`src/rtl/minterm_scanner.sv`:
```
// Truth-table reader for a 4-input, 1-output function block: steps PROBE through
// 0..15, samples SENSE after a settle delay, builds the minterm mask/count and checks it.
module minterm_scanner #(
    parameter int unsigned SETTLE   = 1,
    parameter logic [15:0] EXPECTED = 16'hA655
) (
    input  logic        clk_i,
    input  logic        rst_n_i,
    input  logic        start_i,
    input  logic        sense_i,
    output logic [3:0]  probe_o,
    output logic        busy_o,
    output logic        done_o,
    output logic [15:0] mask_o,
    output logic [4:0]  count_o,
    output logic        match_o
);

    localparam logic [3:0] SETTLE_LD = 4'(SETTLE);

    typedef enum logic [1:0] {
        ST_IDLE,
        ST_WAIT,
        ST_SAMPLE,
        ST_FIN
    } state_t;

    state_t      state_q, state_d;
    logic [3:0]  probe_q, probe_d;
    logic [3:0]  settle_q, settle_d;
    logic        busy_q, busy_d;
    logic        done_q, done_d;
    logic [15:0] mask_q, mask_d;
    logic [4:0]  count_q, count_d;
    logic        match_q, match_d;

    always_ff @(posedge clk_i) begin
        if (!rst_n_i) begin
            state_q  <= ST_IDLE;
            probe_q  <= 4'd0;
            settle_q <= 4'd0;
            busy_q   <= 1'b0;
            done_q   <= 1'b0;
            mask_q   <= 16'd0;
            count_q  <= 5'd0;
            match_q  <= 1'b0;
        end else begin
            state_q  <= state_d;
            probe_q  <= probe_d;
            settle_q <= settle_d;
            busy_q   <= busy_d;
            done_q   <= done_d;
            mask_q   <= mask_d;
            count_q  <= count_d;
            match_q  <= match_d;
        end
    end

    always_comb begin
        state_d  = state_q;
        probe_d  = probe_q;
        settle_d = settle_q;
        busy_d   = busy_q;
        done_d   = 1'b0;
        mask_d   = mask_q;
        count_d  = count_q;
        match_d  = match_q;

        unique case (state_q)
            // FIN has BUSY low, so a START there is accepted exactly as in IDLE.
            ST_IDLE, ST_FIN: begin
                state_d = ST_IDLE;
                busy_d  = 1'b0;
                if (start_i) begin
                    mask_d   = 16'd0;
                    count_d  = 5'd0;
                    match_d  = 1'b0;
                    probe_d  = 4'd0;
                    busy_d   = 1'b1;
                    settle_d = SETTLE_LD;
                    state_d  = (SETTLE_LD == 4'd0) ? ST_SAMPLE : ST_WAIT;
                end
            end
            ST_WAIT: begin
                settle_d = settle_q - 4'd1;
                if (settle_q <= 4'd1) begin
                    state_d = ST_SAMPLE;
                end
            end
            ST_SAMPLE: begin
                mask_d[probe_q] = sense_i;
                count_d         = count_q + {4'd0, sense_i};
                if (probe_q != 4'd15) begin
                    probe_d  = probe_q + 4'd1;
                    settle_d = SETTLE_LD;
                    state_d  = (SETTLE_LD == 4'd0) ? ST_SAMPLE : ST_WAIT;
                end else begin
                    // Compare against the mask including the bit captured on this edge.
                    state_d = ST_FIN;
                    done_d  = 1'b1;
                    busy_d  = 1'b0;
                    match_d = (mask_d == EXPECTED);
                    probe_d = 4'd0;
                end
            end
            default: state_d = ST_IDLE;
        endcase
    end

    assign probe_o = probe_q;
    assign busy_o  = busy_q;
    assign done_o  = done_q;
    assign mask_o  = mask_q;
    assign count_o = count_q;
    assign match_o = match_q;

endmodule

```
`config.mk`:
```
export PLATFORM = sky130hd
export DESIGN_NAME = minterm_scanner
export DESIGN_NICKNAME = d
export VERILOG_FILES = /design/src/rtl/minterm_scanner.sv
export SDC_FILE = /design/constraint.sdc
export NUM_CORES = 1
export LEC_CHECK = 0
export ABC_CLOCK_PERIOD_IN_PS = 2200
export CAP_MARGIN = 10
export CORE_UTILIZATION = 30
export CTS_CLUSTER_SIZE = 25
export DETAILED_ROUTE_END_ITERATION = 6
export SYNTH_ARGS = -nofsm -noshare
export SYNTH_HDL_FRONTEND = slang
export SYNTH_SLANG_ARGS = --single-unit
```
`constraint.sdc`:
```
create_clock -name clk_i -period 2.2 [get_ports clk_i]
set_input_delay 0.22 -clock clk_i [delete_from_list [all_inputs] [get_ports clk_i]]
set_output_delay 0.22 -clock clk_i [all_outputs]
set_load 0.02 [all_outputs]
```
After elaboration in Yosys (flattened, before gate mapping):

Index checks and enable logic that the tools add are counted.
W data, S select, Z words.

* reductions and logical operators: 9
* $lt $le $gt $ge: 3
* muxes and demuxes: 24
* equal/unequal tests: 9
* $add $sub $neg: 3

Operators by type and width (count)
* $pmux W16 S2: 1
* $bwmux W16: 1
* $eq A16 B16 Y1 const B: 1
* $mux W16: 1
* $mux W4: 4
* $pmux W4 S3: 1
* $pmux W5 S2: 1
* $ne A2 B2 Y1 const B: 4
* $pmux W4 S2: 1
* $reduce_and A2 Y1: 4
* $mux W1: 7
* $pmux W2 S3: 1
* $add A5 B1 Y5: 1
* $lt A4 B5 Y1 const B: 1
* $mux W5: 1
* $add A4 B1 Y4 const B: 1
* $demux W1 S4: 1
* $eq A2 B2 Y1 const B: 2
* $ge A4 B1 Y1 const B: 1
* $le A4 B1 Y1 const B: 1
* $mux W2: 2
* $ne A4 B4 Y1 const B: 1
* $pmux W1 S2: 2
* $sub A4 B1 Y4 const B: 1
* 6 further kinds: 6

* input bits: 4
* register bits: 34
* word-level logic and storage cells: 56
* output and inout port bits: 28

Longest topological paths before layout:

Gate-level depths: netlist of the first run.

* depth after elaboration: 8
* mapped depth: 8
* mapped depth without buffers: 7

Worst setup path after synthesis of the first run:

Ideal clock, no wire load.

* kind: reg-to-reg
* start: reg probe_q[0] (netlist: probe_o[0])
* end: reg match_q (netlist: match_o)
* stages on the path, launching flop included: 8
* path buffers: 1
* required time: 2.116 ns
* setup slack: 0.164 ns
* clock period less this slack: 2.036 ns
* arrival time: 1.952 ns
* path through: dfxtp_1 inv_1 ha_1 clkbuf_1 a211oi_1 a31oi_1 or4_1 o31ai_2

* cells in the longest elaborated chain, start to end: 8
* elaborated cells on any way between the ends: 12
* classes of those cells: order compare: 2; eq/ne: 3; mux: 5; reduce/logical: 2

Ends and longest elaborated chain
* from (decl): line 29 `logic [3:0] probe_q, probe_d;`
* from (signal assigned): line 49 `probe_q <= probe_d;`
* $lt A4 B5 Y1 (not written as such) / $ge A4 B1 Y1 (equally long branches): line 91 `mask_d[probe_q] = sense_i;`
* $logic_and A1 B1 Y1 (not written as such): line 91
* $mux W1 (not written as such): line 91
* $demux W1 S4: line 91
* $bwmux W16: line 91
* $eq A16 B16 Y1: line 102 `match_d = (mask_d == EXPECTED);`
* $mux W1: line 93 `if (probe_q != 4'd15) begin`
* $pmux W1 S2: line 69 `unique case (state_q)`
* to (signal assigned): line 55 `match_q <= match_d;`
* to (decl): line 35 `logic match_q, match_d;`

Several ways; a longest one is shown, not always the timed one. The select of a mux whose other input is x is not followed.
A chain may end at the register's enable or synchronous reset.

Final worst setup path of the first run:

* start: reg state_q[0]
* end: reg mask_q[0] (netlist: mask_o[0])

* cells in the longest elaborated chain, start to end: 4
* elaborated cells on any way between the ends: 8
* classes of those cells: eq/ne: 3; mux: 1; reduce/logical: 4

Ends and longest elaborated chain
* from (decl): line 28 `state_t state_q, state_d;`
* from (signal assigned): line 48 `state_q <= state_d;`
* $eq A2 B2 Y1 / $logic_not A2 Y1 (equally long branches): line 69
* $reduce_or A2 Y1: line 69
* $ne A2 B2 Y1 (no source line) / $reduce_bool A2 Y1 (equally long branches)
* $reduce_and A2 Y1 (no source line)
* to (signal assigned): line 53 `mask_q <= mask_d;`
* to (decl): line 33 `logic [15:0] mask_q, mask_d;`

Several ways; a longest one is shown, not always the timed one.

==> results of run 1 <==
-- worst max-delay path by stage --
stage / to / cells after the start
2_1_floorplan: match_o / 7
3_3_place_gp: mask_o[0] / 6
3_5_place_dp: mask_o[0] / 6
4_1_cts: mask_o[0] / 7
5_1_grt: mask_o[0] / 7
6_report: mask_o[0] / 7
-- cell usage in the layout (no fill, tap or decap), drive strengths merged, types with 7 or more instances in the layout --
| master | n |
|---|---|
| nand3 | 9 |
| nand2 | 26 |
| a21oi | 17 |
| dfxtp | 34 |
| nor2 | 32 |
| o21ai | 12 |
| inv | 10 |
| buf | 11 |
| and2 | 8 |
| clkdlybuf4s50 | 31 |
| a21o | 7 |
| ha | 10 |
-- layer usage --
metal	global-route usage, %	wire length [µm]	vias up
li1	-	-	944
met1	22.0	2680	854
met2	24.9	2350	48
met3	3.98	247	6
met4	4.86	59	0
met5	0	0	-
-- worst max-delay path, delay by kind of cell, from the launching register on --
kind / cells / cell delay [ps]
compound gates: 1 / 190
buf+inv: 1 / 50
simple gates: 4 / 1020
fa+ha+maj: 1 / 360
flops: 1 / 360
-- metrics by stage --
step / cells / hold slack [ps] / instance area, µm² / setup WS [ps] / total power, µW
floorplan: 247 / 364 / 1960 / 164 / 757
global placement: 353 / 476 / 2390 / 248 / 809
detailed placement: 353 / 478 / 2390 / 199 / 810
CTS: 361 / 492 / 2480 / 174 / 1300
global route: 361 / 520 / 2480 / 56.4 / 1350
finish: 361 / 487 / 2480 / 163 / 1290
-- logic make-up (layout without fill, tap and decap cells) --
family                     after synthesis  after routing  synth area share (%)
AOI/OAI and AO/OA                       67             67                  22.7
xor gates and xnor gates                 4              4                  1.79
adders and majority gates               10             10                  6.39
buffers and inverters                   24             61                  5.30
DFF                                     34             34                  34.7
muxes                                    6              6                  3.38
and+or+nand+nor                        102            102                  25.7
-- registers in the layout (all words and copies together), names as in the netlist --
register and count:
busy_o 1, count_o 5, done_o 1, mask_o 16, match_o 1, probe_o 4
settle_q 4, state_q 2
-- power by group through the flow --
stage	logic [µW]	clock network (µW)	registers [µW]
finish	163	496	634
floorplan	107	0	650
detailed placement	162	0	648
global placement	161	0	648
CTS	163	507	634
global route	182	535	635
-- final cells by class --
type	instances	share of cell area, %
multi-input combinational	189	47.4
tap	77	3.88
inverter	11	1.66
clock buffer	6	3.33
clock inverter	2	0.504
timing repair buffer	42	15.8
sequential	34	27.4
==> impl.org, run 1 <==
** Placement
- Input and output buffers added on the ports amount to 31.
- Routability-driven placement finished with a final weighted congestion of about 0.85.
- Half-perimeter wire length of the detailed placement result :: 3790 µm

** Critical path
- Start-to-end type of the worst setup path :: register to register
- Setup crit start kind :: register
- The slowest stage of the critical path is the and2_1 cell.
- Delay of the slowest cell on the worst path :: 490 ps
- In this run the worst path has a maximum fanout of 14.
- The cell that appears most often on the critical path is and2_1.
- At the worst endpoint, the required time is 2440 ps.
- The critical path goes through inv_1 -> ha_1 -> nand2b_1 -> and2_1 -> nand2_1 -> o22ai_1 -> and2_1.
- Worst R2R End :: mask_o[0]
- The worst register-to-register path has a setup slack of 160 ps.
- Data on the critical path arrives at its endpoint at 2280 ps.
- Critical R2R Launch :: state_q[0]
- First element of the critical path :: state_q[0]
- Measured in cells, the most critical reg-to-reg path has a length of 7.
- The worst setup path is captured at a register.

** Final layout
- The post-route netlist has 8.10% of its cells at a drive strength greater than 1.
- Registers take 681 µm².
- Multi-input gate area in the final layout :: 1170 µm²
- Area added between synthesis and finish :: 26.6%
- Layout Nets :: just under 300
- At the end of the flow the core is filled with cells to approximately two fifths.
- Number of fill cells :: 675
- Number of inserted diodes :: 0

** Drt
- Routed Wire Length :: approximately 5300 µm
- The first detailed-routing pass took 5 iterations.
- Wire length per cell after detailed routing :: 14.8 µm
- Using the TritonRoute via totals, the vias-per-cell ratio works out to 5.13.
- Total vias in the final route :: 1852
- Once detail routing completed, the nets flagged for antenna violations numbered 0.
- DRC violation total after the first TritonRoute iteration :: 149
- For this run, design rule violations remaining after detail routing come to 0.

** GRT
- The via count of the first global-routing pass was 1817.
- Total global-route track usage :: 16.1%
- Global-route wire length before repair :: approximately 9100 µm
- Largest net degree at the start of global routing :: 21
- Antenna violations before repair :: 0
- Global routing finished with a remaining overflow of 0.

** STA
- Worst relative slew slack :: 65.2%
- Timing would allow up to 491 MHz.
- Number of pins exceeding their max-slew limit in the final report :: 0
- In the finished design, the share of the clock period the worst path needs comes to 92.6%.
- The clock arrives with about 6 ps of skew.
- Post-route setup TNS :: 0 ps
- For the pin with the worst max-slew slack, the measured transition is 521 ps.
- Unrepaired setup endpoints after global routing :: no
- Count of final hold-check violations :: 0
- Final critical delay including setup and external delays :: 2040 ps
- Total of endpoints with negative setup slack in the final report :: 0

** Floorplanning
- The die covers 6860 µm².
- Vert. Die Dim :: 82.8 µm
- The floorplan has 29 rows.
- During I/O placement, the number of pins put on the boundary was 32.
- Die X-Extent :: 82.8 µm
- For this configuration, the core starts out at a cell density of 31.0%.
- In this run the standard cell core region covers 6310 µm².

** Yosys
- In the synthesized netlist the async set-or-reset flop fraction comes to 0%.
- In the synthesized netlist, the number of instances is 247.
- Net count of the mapped netlist :: roughly 260
- Synthesized area divided by synthesized cell count :: around 8 µm²
- Area share of the largest cell type after synthesis :: 34.7%
- The synthesized netlist contains 47 unique library cells.
- Sorting the synthesized cells by how often they occur yields dfxtp_1, nor2_1, nand2_1.
- Counting flops with a built-in enable in the synthesized netlist gives 0.
- Among all flip-flop cells after synthesis, the most frequent one is dfxtp_1.
- Sorting the synthesized cells by area gives the leading types as dfxtp_1, ha_1, nor2_1.
- Flops & latches, synth :: 34
- The Yosys step of the flow raised 0 warnings.
- Top-count cell post-synth :: dfxtp_1
- The share of the Yosys chip area taken by registers is 34.7%.
- After synthesis the cells add up to 1960 µm².
- Summed over all instances, the cell type with the most area after synthesis is dfxtp_1.

** Power and ir drop
- Max rail drop VDD :: 269 µV
- In this run the power density over the cells is 521 nW/µm².
- Relative contribution of combinational cells to total power :: 12.6%
- Switching power share of the total :: 27.2%
- In this run the static leakage power is approximately 0.00094 µW.
- Share of total power in the clock network :: between 30% and 40%
- Share of total power in sequential cells :: 49.0%
- Switch Pwr :: about 350 µW
- Design internal power :: 942 µW

** Run
- Max-cap violations in this run came to 0.

** CTS
- Clk Tree Root Cell :: clkbuf_8
- Bufs on Longest Clock Path :: 2
- The clock drives 34 sinks.
- TritonCTS built the clock tree.
- Post-CTS Setup Repair Bufs :: 0
- Number of CTS-inserted buffers :: 5
- Clock transition time at the flip-flop clock pins of the worst setup and hold paths :: 80 ps
- Deepest level of the CTS H-tree :: 2
- Post-CTS Resized :: 0
- Clock latency at the later pin of the worst-skew pair :: ~290 ps
- For this design, the CTS-stage hold fixing added 0 buffers.

** Worst hold path
- Hold Path Cell Cnt :: 2
- The path with the worst hold slack has its endpoint at busy_o.
- Worst min-delay path category :: register to register
- Hold Path Origin :: busy_o

** Status
- Run status :: completed
Note: power is estimated with default switching activity, not from simulation.
==> run 2: changes to the inputs <==
- CORE_ASPECT_RATIO: not set -> 0.6
==> run 2 against run 1 <==
Cell count up 2.5%; critical path depth shrank 1; power is 0.23% lower; worst setup slack better by 37 ps; largest cell class unchanged; highest routed layer unchanged.
==> impl.org, run 2 (synthesized netlist as in run 1, its figures left out) <==
** Drt
- The number of search-and-repair iterations in the first detailed-routing pass was 4 (-1).
- Wire length per cell after detailed routing :: 15.7 µm (+6.0%)
- The total DRC errors in the routed layout came to 0 (unchanged).
- The via total after detailed routing is 1918 (+3.6%).
- Sum of met2 wire segment lengths after detailed routing :: 2190 µm (-7.0%)
- The wire length on met1 was 3070 µm (+15%).
- Routed signal wires occupy layers up through met4.
- Routed Wire Length :: 5810 µm (+8.7%)
- The met3 routed wirelength is 518 µm (+110%).
- DRC violation total after the first TritonRoute iteration :: 96 (-36%)
- Number of nets with antenna violations after routing :: 0 (unchanged)
- Number of vias per cell :: 5.18 (+1.0%)

** STA
- The top achievable clock speed is 500 MHz (+1.9%).
- The worst hold slack across all endpoints is 473 ps (-14.7 ps).
- The shortest period the worst path allows came to 2000 ps (-37.3 ps).
- Worst relative slew slack :: 61.3% (-3.9 points)
- Final Skew :: 8.38 ps (+2.37 ps)
- Part of the cycle the worst path needs :: 90.9% (-1.7 points)
- Count of final hold-check violations :: 0 (unchanged)
- Total of endpoints with negative setup slack in the final report :: 0 (unchanged)
- Number of pins exceeding their max-slew limit in the final report :: 0 (unchanged)
- Unrepaired setup endpoints after global routing :: no
- Post-route setup TNS :: 0 ps (unchanged)
- The worst-margin pin slew came to 575 ps (+54.1 ps).

** Final layout
- The count of fill cells added during filler insertion came to 653 (-3.3%).
- The count of non-filler cells in the finished layout is 370 (+2.5%).
- Most frequent cells in the layout :: dfxtp_1, nor2_1, clkdlybuf4s50_1
- Ratio of cells with drive above 1 in the final layout :: 8.74% (+0.64 points)
- The post-layout net count came to 299 (+0.67%).
- Combined flip-flop and latch cell area :: 681 µm² (unchanged)
- Area added between synthesis and finish :: 27.7%
- The library cell used most frequently in the layout, excluding fill and tap cells, is dfxtp_1.
- The post-route core utilization is 40.4% (+1.1 points).
- The number of diodes came to 0 (unchanged).
- The number of flip-flops in the largest register came to 16 (unchanged).
- The area of the multi-input gates is 1180 µm² (+0.11%).

** Critical path
- The required time of the critical path was 2410 ps (-30 ps).
- Setup crit start kind :: register
- Arrival time at the worst endpoint :: 2210 ps (-70 ps)
- In this run the critical register-to-register path is launched from probe_o[0].
- The largest fanout on the critical path was 6 (-8).
- The worst setup path is of the register to register kind.
- In this run the critical register-to-register path is captured at match_o.
- Worst setup EP type :: register
- The worst-case reg-to-reg path depth is 6 (-1).
- The setup slack on the worst flop-to-flop path was 200 ps (+40 ps).

** Floorplanning
- The boundary pin count was 32 (unchanged).
- The area enclosed by the die boundary was 6870 µm² (+0.16%).
- The overall die height came to 64.6 µm (-22%).
- Die X-Extent :: 106 µm (+28%)
- The number of standard-cell rows in the floorplan is 22 (-24%).
- Starting utilization of the core area :: 31.6% (+0.60 points)
- The placeable core region was 6190 µm² (-1.9%).

** GRT
- The leftover overflow at the end of global routing was 0 (unchanged).
- The global router's overall resource usage is 18.1% (+2.1 points).
- The number of antenna violations at the first check in global routing is 0 (unchanged).
- The first-pass GRT wire length came to 9540 µm (+5.3%).
- Vias in the first global route :: 1880 (+3.5%)
- The pin count of the biggest net entering global routing is 19 (-9.5%).

** Worst hold path
- Hold Path Origin :: busy_o
- Worst min-delay path category :: register to register
- The worst hold path depth came to 2 (unchanged).
- End of the worst hold path :: busy_o

** CTS
- Post-CTS Setup Repair Bufs :: 0 (unchanged)
- Number of CTS-inserted buffers :: 5 (unchanged)
- Clock latency at the later pin of the worst-skew pair :: 280 ps (about the same)
- The number of hold buffers added after CTS was 0 (unchanged).
- The count of cells resized by post-cts repair is 0 (unchanged).
- TritonCTS clock tree :: built
- The sink count of the clock tree is 34 (unchanged).
- Clk Tree Root Cell :: clkbuf_8
- Bufs on Longest Clock Path :: 2 (unchanged)
- The H-tree depth was 2 (unchanged).
- Clock transition time at the flip-flop clock pins of the worst setup and hold paths :: 70 ps (about the same)

** Status
- The run finished with clean final reports.

** Power and ir drop
- The total chip power came to 1290 µW (-0.23%).
- Max rail drop VDD :: 230 µV (-14%)
- The leakage component of the power came to 0.000952 µW (+1.5%).
- Total power per unit cell area :: 515 nW/µm² (-1.1%)

** Placement
- The number of cells after detailed placement was 362 (+2.5%).
- Half-perimeter wire length of the detailed placement result :: 4330 µm (+14%)
- Placer Congestion :: 0.832 (-2.6%)
- The number of buffers inserted by port buffering came to 31 (unchanged).

** Run
- MaxCap Viol Count :: 0 (unchanged)
==> run 2: changes by cell type in the layout (fill, tap and decap cells not counted), sizes merged <==
cell,delta
buf,+2
clkbuf,+1
clkinvlp,-1
==> run 2: worst max-delay path by stage <==
| stage | from | to | slack, ps | depth (start not counted) |
|---|---|---|---|---|
| final | probe_o[0] | match_o | 200 | 6 |
| after global routing | probe_o[0] | match_o | 80 | 6 |
| after CTS | state_q[0] | mask_o[0] | 100 | 7 |
| after detailed placement | start_i | mask_o[0] | 100 | 6 |
| after global placement | start_i | mask_o[0] | 140 | 6 |
| after floorplan | probe_o[0] | match_o | 160 | 7 |
==> run 2: worst max-delay path, cell delays in order (launching register included) <==
cell      delay, ps
dfxtp_1         420
inv_1            90
ha_1            300
a211oi_1        290
a31oi_1          60
or4_1           530
o31ai_2         220
==> run 2: stage by stage <==
| step | setup WS (ps) | cell area, µm² |
|---|---|---|
| floorplan | 164 | 1960 |
| global placement | 137 | 2410 |
| detailed placement | 99.0 | 2410 |
| CTS | 97.7 | 2500 |
| global route | 78.1 | 2500 |
| finish | 201 | 2500 |
==> run 2: power breakdown <==
part,switching [µW],internal (µW),leakage (µW)
registers,8.06,626,0.000275
clock network,239,253,0.0000482
logic,99.4,64.4,0.000629
==> run 2: cell type report <==
class	instances	share of cell area, %
well taps	84	4.20
inverters	11	1.65
clock inverters	1	0.200
flip-flops and latches	34	27.2
clock buffers	7	3.45
multi-input cells	189	47.0
repair buffers	44	16.3
==> run 2: metal layers <==
| layer | vias to the layer above | global-route usage, % |
|---|---|---|
| met3 | 4 | 4.93 |
| li1 | 954 | - |
| met5 | - | 0 |
| met4 | 0 | 4.51 |
| met1 | 887 | 28.2 |
| met2 | 73 | 23.5 |
